<file path="config.mk">
export PLATFORM = sky130hd
export DESIGN_NAME = dynamic_input_port_rx
export DESIGN_NICKNAME = d
export VERILOG_FILES = /design/src/rtl/dynamic_input_port_rx_pkg.sv /design/src/rtl/dynamic_rx_flit_fifo.sv /design/src/rtl/dynamic_input_port_rx.sv
export SDC_FILE = /design/constraint.sdc
export NUM_CORES = 1
export LEC_CHECK = 0
export CAP_MARGIN = 40
export CORE_ASPECT_RATIO = 2
export CORE_MARGIN = 2
export CORE_UTILIZATION = 43
export CTS_CLUSTER_DIAMETER = 80
export CTS_CLUSTER_SIZE = 10
export DETAILED_ROUTE_END_ITERATION = 10
export PLACE_DENSITY_LB_ADDON = 0.05
export SETUP_SLACK_MARGIN = 0.5
export SLEW_MARGIN = 20
export SYNTH_ARGS = -nofsm -noshare
export SYNTH_HDL_FRONTEND = slang
export SYNTH_HIERARCHICAL = 1
export SYNTH_SLANG_ARGS = --single-unit
</file>
<file path="constraint.sdc">
create_clock -name clk -period 5.4 [get_ports clk]
set_input_delay 1.08 -clock clk [delete_from_list [all_inputs] [get_ports clk]]
set_output_delay 1.08 -clock clk [all_outputs]
set_load 0.01 [all_outputs]
</file>
<file path="src/rtl/dynamic_input_port_rx_pkg.sv">
// dynamic_input_port_rx_pkg: network widths, header field offsets, direction and state encodings
package dynamic_input_port_rx_pkg;
  localparam int DATA_WIDTH = 64;
  localparam int CHIP_ID_WIDTH = 14;
  localparam int XY_WIDTH = 8;
  localparam int PAYLOAD_LEN = 8;
  localparam int CHIP_HI = DATA_WIDTH - 1;
  localparam int X_HI = CHIP_HI - CHIP_ID_WIDTH;
  localparam int Y_HI = X_HI - XY_WIDTH;
  localparam int LEN_HI = DATA_WIDTH - CHIP_ID_WIDTH - 2 * XY_WIDTH - 4;
  localparam int LEN_LO = DATA_WIDTH - CHIP_ID_WIDTH - 2 * XY_WIDTH - 3 - PAYLOAD_LEN;
  localparam logic [4:0] DIR_N = 5'b00001;
  localparam logic [4:0] DIR_E = 5'b00010;
  localparam logic [4:0] DIR_S = 5'b00100;
  localparam logic [4:0] DIR_W = 5'b01000;
  localparam logic [4:0] DIR_P = 5'b10000;
  typedef enum logic {HEADER, BODY} state_t;
  // Off-chip packets head for the (0,0) gateway tile, X resolved before Y
  function automatic logic [4:0] xy_route(input logic chip_match,
                                          input logic [XY_WIDTH-1:0] dx, dy, mx, my);
    logic [XY_WIDTH-1:0] ex, ey;
    ex = chip_match ? dx : '0;
    ey = chip_match ? dy : '0;
    return ex > mx ? DIR_E : ex < mx ? DIR_W : ey > my ? DIR_S : ey < my ? DIR_N : DIR_P;
  endfunction
endpackage

</file>
<file path="src/rtl/dynamic_rx_flit_fifo.sv">
// dynamic_rx_flit_fifo: flit buffer; push while full is accepted only alongside a pop
module dynamic_rx_flit_fifo #(
  parameter int DEPTH = 4,
  parameter int PTR_W = 2,
  parameter int W = 64
) (
  input  logic         clk,
  input  logic         reset,
  input  logic         i_wr,
  input  logic [W-1:0] i_wr_data,
  input  logic         i_rd,
  output logic [W-1:0] o_rd_data,
  output logic         o_full,
  output logic         o_empty
);
  logic [W-1:0] r_mem [DEPTH];
  logic [PTR_W-1:0] r_wptr, r_rptr;
  logic [PTR_W:0] r_count;
  logic w_push, w_pop;
  assign o_full = r_count == (PTR_W+1)'(DEPTH);
  assign o_empty = r_count == '0;
  assign w_push = i_wr & (~o_full | i_rd);
  assign w_pop = i_rd & ~o_empty;
  assign o_rd_data = r_mem[r_rptr];
  always_ff @(posedge clk)
    if (w_push) r_mem[r_wptr] <= i_wr_data;
  always_ff @(posedge clk) begin
    if (reset) begin
      r_wptr <= '0;
      r_rptr <= '0;
      r_count <= '0;
    end else begin
      if (w_push) r_wptr <= r_wptr + 1'b1;
      if (w_pop) r_rptr <= r_rptr + 1'b1;
      r_count <= r_count + (PTR_W+1)'(w_push) - (PTR_W+1)'(w_pop);
    end
  end
endmodule

</file>
<file path="src/rtl/dynamic_input_port_rx.sv">
// dynamic_input_port_rx: credit-based link receiver with XY route decode and packet tracking
module dynamic_input_port_rx
  import dynamic_input_port_rx_pkg::*;
#(
  parameter int FIFO_DEPTH = 4,
  parameter int FIFO_PTR_W = 2
) (
  input  logic                     clk,
  input  logic                     reset,
  input  logic [CHIP_ID_WIDTH-1:0] my_chip_id_in,
  input  logic [XY_WIDTH-1:0]      my_loc_x_in,
  input  logic [XY_WIDTH-1:0]      my_loc_y_in,
  input  logic                     valid_in,
  input  logic [DATA_WIDTH-1:0]    data_in,
  output logic                     yummy_out,
  output logic [DATA_WIDTH-1:0]    data_out,
  output logic                     valid_out,
  output logic                     route_req_n_out,
  output logic                     route_req_e_out,
  output logic                     route_req_s_out,
  output logic                     route_req_w_out,
  output logic                     route_req_p_out,
  output logic                     tail_out,
  input  logic                     thanks_n_in,
  input  logic                     thanks_e_in,
  input  logic                     thanks_s_in,
  input  logic                     thanks_w_in,
  input  logic                     thanks_p_in,
  output logic                     protocol_err_out
);
  state_t r_state, w_next;
  logic [PAYLOAD_LEN-1:0] r_cnt, w_len;
  logic [4:0] r_route, w_route, w_rr, w_thanks;
  logic r_yummy, r_err, w_full, w_empty, w_deq, w_drop;
  dynamic_rx_flit_fifo #(.DEPTH(FIFO_DEPTH), .PTR_W(FIFO_PTR_W), .W(DATA_WIDTH)) u_fifo (
    .clk(clk), .reset(reset), .i_wr(valid_in), .i_wr_data(data_in), .i_rd(w_deq),
    .o_rd_data(data_out), .o_full(w_full), .o_empty(w_empty)
  );
  assign valid_out = ~w_empty;
  assign w_thanks = {thanks_p_in, thanks_w_in, thanks_s_in, thanks_e_in, thanks_n_in};
  assign w_deq = valid_out & |w_thanks;
  assign w_drop = valid_in & w_full & ~w_deq;
  assign w_len = data_out[LEN_HI:LEN_LO];
  assign w_route = xy_route(data_out[CHIP_HI -: CHIP_ID_WIDTH] == my_chip_id_in,
                            data_out[X_HI -: XY_WIDTH], data_out[Y_HI -: XY_WIDTH],
                            my_loc_x_in, my_loc_y_in);
  always_ff @(posedge clk)
    r_state <= reset ? HEADER : w_next;
  always_comb
    w_next = !w_deq ? r_state :
             r_state == HEADER ? (w_len != '0 ? BODY : HEADER) :
             r_cnt == PAYLOAD_LEN'(1) ? HEADER : BODY;
  always_comb begin
    w_rr = !valid_out ? 5'b0 : r_state == HEADER ? w_route : r_route;
    tail_out = valid_out & (r_state == HEADER ? w_len == '0 : r_cnt == PAYLOAD_LEN'(1));
  end
  assign {route_req_p_out, route_req_w_out, route_req_s_out, route_req_e_out, route_req_n_out} = w_rr;
  assign yummy_out = r_yummy;
  assign protocol_err_out = r_err;
  // Any thanks not matching the live request (including while empty) is a protocol error
  always_ff @(posedge clk) begin
    if (reset) begin
      r_cnt <= '0;
      r_route <= '0;
      r_yummy <= 1'b0;
      r_err <= 1'b0;
    end else begin
      r_yummy <= w_deq;
      r_err <= r_err | w_drop | (|(w_thanks & ~w_rr));
      if (w_deq && r_state == HEADER) begin
        r_cnt <= w_len;
        r_route <= w_route;
      end else if (w_deq) begin
        r_cnt <= r_cnt - 1'b1;
      end
    end
  end
endmodule

</file>
# Word-level counts from Yosys, hierarchy flattened
# Memories as Yosys holds them, arrays and structs flattened. A register that Yosys moved wholly into a read port is not among the register bits.
# Cells that the tools add are included.
[word_totals]
regBits = 23
n_memories = 1
input_bits = 102
elab_cells = 61
mem_bits_rw = 256
[classes]
n_reduce_logical = 7
n_bitwise = 15
n_addsub = 5
order_cmp = 4
n_mux = 18
eq_ne = 3
[mem_list]
columns = ["memory", "words", "width", "read_ports", "rd_clocked_by_memory_dff", "wr", "line", "source"]
rows = [
  ["u_fifo.r_mem", 4, 64, 1, 1, 1, "dynamic_rx_flit_fifo.sv:16", "logic [W-1:0] r_mem [DEPTH];"],
]
[ops]
columns = ["op", "count"]
rows = [
  ["$mux W8", 4],
  ["$mux W5", 6],
  ["$gt A8 B8 Y1", 2],
  ["$lt A8 B8 Y1", 2],
  ["$eq A14 B14 Y1", 1],
  ["$reduce_or A5 Y1", 2],
  ["$eq A8 B1 Y1 const B", 1],
  ["$logic_not A8 Y1", 1],
  ["$reduce_bool A8 Y1", 1],
  ["$sub A8 B1 Y8 const B", 1],
  ["$and A1 B1 Y1", 6],
  ["$mux W1", 6],
  ["$and A5 B5 Y5", 1],
  ["$not A5 Y5", 1],
  ["$add A2 B1 Y2 const B", 2],
  ["$mux W2", 2],
  ["$not A1 Y1", 4],
  ["$add A3 B1 Y3", 1],
  ["$eq A3 B3 Y1 const B", 1],
  ["$logic_not A3 Y1", 1],
  ["$or A1 B1 Y1", 3],
  ["$sub A3 B1 Y3", 1],
  ["$reduce_bool A2 Y1", 1],
  ["$logic_and A1 B1 Y1", 1],
]

# Logic depth before layout (Yosys ltp)
[depth]
word_depth = 13
ltp_mapped = 16
depth_no_buf = 14

# Hierarchy
# Netlist, hierarchy kept.
[by_module_without_submodules]
columns = ["module", "area_each_um2", "n_inst", "cells_each", "seq_area_each_um2"]
rows = [
  ["dynamic_rx_flit_fifo", 9795.6, 1, 385, 7867.5],
  ["dynamic_input_port_rx", 1664.1, 1, 227, 320.3],
]

# Worst setup path after synthesis
# Ideal clock, no wire load.
[synth_path]
path_kind = "register to output"
startpoint = "register (tool-made name)"
endpoint = "output route_req_e_out"
t_required_ns = 4.320
slack_ns = 0.647
path_buffers = 3
path_stages_with_launch = 17
t_arrival_ns = 3.673
path_cell_list = "dfxtp_1 -> buf_6 -> buf_12 -> mux4_2 -> xor2_1 -> nor4_1 -> nand3_1 -> nor3_1 -> clkbuf_1 -> and2_1 -> ha_1 -> nor2b_1 -> o211ai_1 -> a21oi_1 -> nor2_1 -> or3_1 -> a21oi_1"
[synth_lines]
columns = ["element", "line", "source"]
rows = [
  ["to (decl)", "dynamic_input_port_rx.sv:19", "output logic route_req_e_out,"],
]

# Final worst setup path
[layout_path]
startpoint = "input my_chip_id_in[6]"
endpoint = "output route_req_p_out"
[layout_via]
elab_chain_cells = 9
elab_cells_between_ends = 13
classes_between = "order compare: 4; eq/ne: 1; mux: 8"
[layout_lines]
columns = ["element", "line", "source"]
rows = [
  ["from (decl)", "dynamic_input_port_rx.sv:10", "input logic [CHIP_ID_WIDTH-1:0] my_chip_id_in,"],
  ["$eq A14 B14 Y1 (*)", "dynamic_input_port_rx.sv:44", "assign w_route = xy_route(data_out[CHIP_HI -: CHIP_ID_WIDTH] == my_chip_id_in,"],
  ["$mux W8", "dynamic_input_port_rx_pkg.sv:23", "ey = chip_match ? dy : '0;"],
  ["$lt A8 B8 Y1", "dynamic_input_port_rx_pkg.sv:24", "return ex > mx ? DIR_E : ex < mx ? DIR_W : ey > my ? DIR_S : ey < my ? DIR_N : DIR_P;"],
  ["$mux W5 (3 in series)", "dynamic_input_port_rx_pkg.sv:24", ""],
  ["$mux W5 (*)", "dynamic_input_port_rx_pkg.sv:24", ""],
  ["$mux W5 (*) (2 in series)", "dynamic_input_port_rx.sv:54", "w_rr = !valid_out ? 5'b0 : r_state == HEADER ? w_route : r_route;"],
  ["to (decl)", "dynamic_input_port_rx.sv:22", "output logic route_req_p_out,"],
]
# Mark *: on every way between the ends. The rest lies on a longest branch, timed or not.

==> summary.md <==
| Metric | Value |
|---|---|
| Grt total ovfl | 0 |
| Crit path max-delay family | simple AND/OR/NAND/NOR gates |
| CP Launch Type | input pin |
| Via/cell ratio | 5.310 |
| Syn Inst Count | 612 |
| YS warnings | 6 |
| H-tree depth | 2 |
| Fin crit share | 95.11% |
| Port bufs | 174 |
| Synth unique cells | 54 |
| Total power | 0.006490 W |
| Root buffer cell | clkbuf_16 |
| Top FF cell, synth | edfxtp_1 |
| Detailed Place HPWL | 16.38 mm |
| Layout area overhead | 29.56% |
| Die area | 28050 sq um |
| Yosys reg bits | 281 |
| Worst hold margin | 0.4616 ns |
| Die Ht | 234.9 um |
| Clock Path Buffers | 3 |
| Maximum Capacitance Violations | 0 |
| Routability cong. | 0.9039 |
| Vias in the first global route | 7325 |
| First-pass iteration count of the detailed router | 6 |
| Hold WC Path Type | flop to flop |
| Critical Path End Type | output pin |
| Slowest-stage cell, CP | clkdlybuf4s50_1 |
| Final Hold Vio Count | 0 |
| Sink Count | 281 |
| Dpl cells | 1132 |
| Fmax | 194.7 MHz |
| Setup Crit Path Kind | input pin to output pin |
| Clk_lat worst skew | 0.49 ns |
| Standard-cell row count | 84 |
| Syn_area_per_cell | 18.73 sq um |
| Die Span X | 119.4 um |
| Worst Path Arrival | 4.06 ns |
| Filler cell count in the final layout | 2114 |
| Max FO, Critical Path | 5 |
| Total inserted antenna cells | 0 |
| Fin. max-slew vios | 0 |
| Crit-path cells | clkdlybuf4s50_1 > xor2_1 > nor4_1 > nand3_1 > nor3_4 > buf_6 > and2_4 > ha_4 > nor2b_4 > o211ai_1 > buf_4 > a311oi_4 > o21ai_2 > o31ai_1 > buf_2 |
| Final #Nets | 970 |
| Layout cells sized above 1 | 20.07% |
| Core ar. | 26280 sq um |
| Setup-failing EPs final | 0 |
| Post-synth EDFFs | 256 |
| Layout Cells excl Fill | 1201 |
| Async set-reset flop share out of synthesis | 0% |
| CP peak stage delay | 0.42 ns |
| First-pass GRT wire length | 39.72 mm |
| I/O pin cnt | 175 |
| Residual DRC count | 0 |
| Avg WL per Cell | 21.06 um |
| CTS clock-pin slew for the worst setup and hold paths | 0.06 ns |
| Largest net degree at the start of global routing | 44 |
| Antenna violations before repair | 0 |
| Clock skew | 0.01443 ns |
| Sequential share of the synthesized area | 71.45% |
| Pleak | 5.023 nW |
| TritonCTS clock tree | done |
| Buf+Inv Stages, Crit Path | 4 |
| PwrDens | 437.2 nW/um^2 |
| Worst Tran Pin Value | 0.6078 ns |
| Post-DRT Antenna Nets | 0 |
| Syn Nets | 739 |
| Status | completed |
| Via count | 6377 |
| RSZ-0062 raised after global routing | true |
| Initial Util | 43.61% |
| Initial DRC Count | 341 |
| Relative slew margins | 59.33% |
| Tot GR Track Use | 18.44% |
| Post-Syn Area | 11460 sq um |
| Cts hold-fix bufs | 0 |
| Min Tclk post-route | 5.136 ns |
| TritonCTS Buffers | 34 |
| Peak VDD IR | 0.2959 mV |
| WP data required | 4.32 ns |
| Post-Route WL | 25.29 mm |
[final timing paths]
kind | from | to | cells past startpoint | slack (ns)
max reg2reg | flop | protocol_err_out$_SDFF_PP0_ | 20 | 1.08
min | r_route[0]$_SDFFE_PP0P_ | r_route[0]$_SDFFE_PP0P_ | 2 | 0.46
min reg2reg | r_route[0]$_SDFFE_PP0P_ | r_route[0]$_SDFFE_PP0P_ | 2 | 0.46
max | my_chip_id_in[6] | route_req_p_out | 15 | 0.26
[flip-flops by register name, indices dropped and copies added (netlist names), named ones only]
| signal | count |
|---|---|
| u_fifo/r_mem | 256 |
| r_cnt | 8 |
| r_route | 5 |
| u_fifo/r_count | 3 |
| u_fifo/r_rptr | 2 |
| u_fifo/r_wptr | 2 |
| protocol_err_out | 1 |
| r_state | 1 |
| yummy_out | 1 |
[layer usage]
| metal | global-route usage, % | vias to the layer above | wire (um) |
|---|---|---|---|
| li1 | - | 2894 | - |
| met1 | 19.47 | 3247 | 9010 |
| met2 | 34.76 | 186 | 14220 |
| met3 | 3.835 | 50 | 1203 |
| met4 | 7.950 | 0 | 857 |
| met5 | 0 | - | 0 |
[cell usage after synthesis, types with 3 or more instances]
master    instances  area [sq um]
a21oi_1          20         100.1
a22oi_1           3         22.52
a31oi_1           3         18.77
and2_1           18         112.6
buf_12            6         120.1
buf_2             6         30.03
clkbuf_1          3         11.26
dfxtp_1          25         500.5
edfxtp_1        256          7687
ha_1             24         300.3
inv_1            28         105.1
mux2i_1           4         40.04
mux4_1            4         105.1
mux4_2           60          1351
nand2_1          26         97.59
nand2b_1          3         18.77
nand3_1           8         40.04
nand4_1           6         37.54
nor2_1           23         86.33
nor2b_1           6         37.54
nor3_1            7         35.03
o211ai_1          3         22.52
o21ai_0           8         40.04
o21ai_1           3         15.01
o31ai_1           3         22.52
or3_1             4         25.02
xnor2_1          12         105.1
xor2_1            5         43.79
[worst reg2reg max path, cell delays in order (launching register included)]
cell      delay (ns)
dfxtp_4         0.36
buf_6           0.13
buf_4           0.12
mux4_1          0.63
xnor2_1         0.18
nand4_1         0.16
nor3_4          0.28
buf_6           0.15
and2_4          0.14
ha_4            0.13
nor2b_4         0.12
o211ai_1        0.12
buf_4           0.17
a311oi_4        0.37
o21ai_2         0.13
buf_4           0.15
buf_4           0.12
buf_4           0.12
buf_4           0.14
o311ai_0        0.32
a41oi_1         0.15
[cell families after synthesis]
family,synth area share [%]
AOI/OAI and AO/OA,3.396
xor gates and xnor gates,1.299
adders and majority gates,2.795
buffers and inverters,2.751
DFF,71.45
muxes,13.19
and+or+nand+nor,5.121
[power breakdown]
part           switching (W)  leakage, nW  internal [W]
Combinational       0.000883         2.01      0.000895
Clock               0.000792        0.456       0.00118
Sequential          0.000109         2.56       0.00263
[metrics by stage]
step | utilization [%] | worst slack (ns) | instance area, sq um | TNS [ns]
finish | 56.50 | 0.2640 | 14850 | 0
detailed placement | 52.07 | -0.1175 | 13680 | -0.3314
global route | 56.50 | 0.07649 | 14850 | 0
global placement | 51.73 | -0.03520 | 13590 | -0.09066
CTS | 56.22 | 0.2305 | 14770 | 0
floorplan | - | 0.6466 | 11460 | 0
[timing repair]
item                       4_1_cts  5_1_grt
pin swaps                        9       11
gates resized for setup         36        5
buffers inserted                13        4
cloned                           1        0
setup endpoints to repair        6        5
[cells in the final DEF, fill, tap and decap left out, types with 5 or more instances in the layout]
cell,count
buf_4,30
and2_4,5
a21oi_1,17
nand2_1,26
mux4_2,60
clkbuf_16,35
dfxtp_1,23
clkdlybuf4s50_1,169
xor2_1,5
nor2b_1,5
clkbuf_1,13
xnor2_1,11
nor3_1,5
nor2_1,23
o21ai_0,6
nand3_1,8
buf_2,6
edfxtp_1,256
buf_6,6
and2_1,13
nand4_1,6
ha_1,23
inv_1,28
[final cells by class]
| class | count | area [sq um] | share of cell area (%) |
|---|---|---|---|
| Sequential cell | 281 | 8195 | 55.20 |
| Multi-Input combinational cell | 281 | 3045 | 20.51 |
| Timing Repair Buffer | 216 | 2122 | 14.29 |
| Clock buffer | 48 | 924.6 | 6.228 |
| Tap cell | 344 | 430.4 | 2.899 |
| Inverter | 29 | 111.4 | 0.7500 |
| Clock inverter | 2 | 17.52 | 0.1180 |
(Power assumes the default switching activity.)
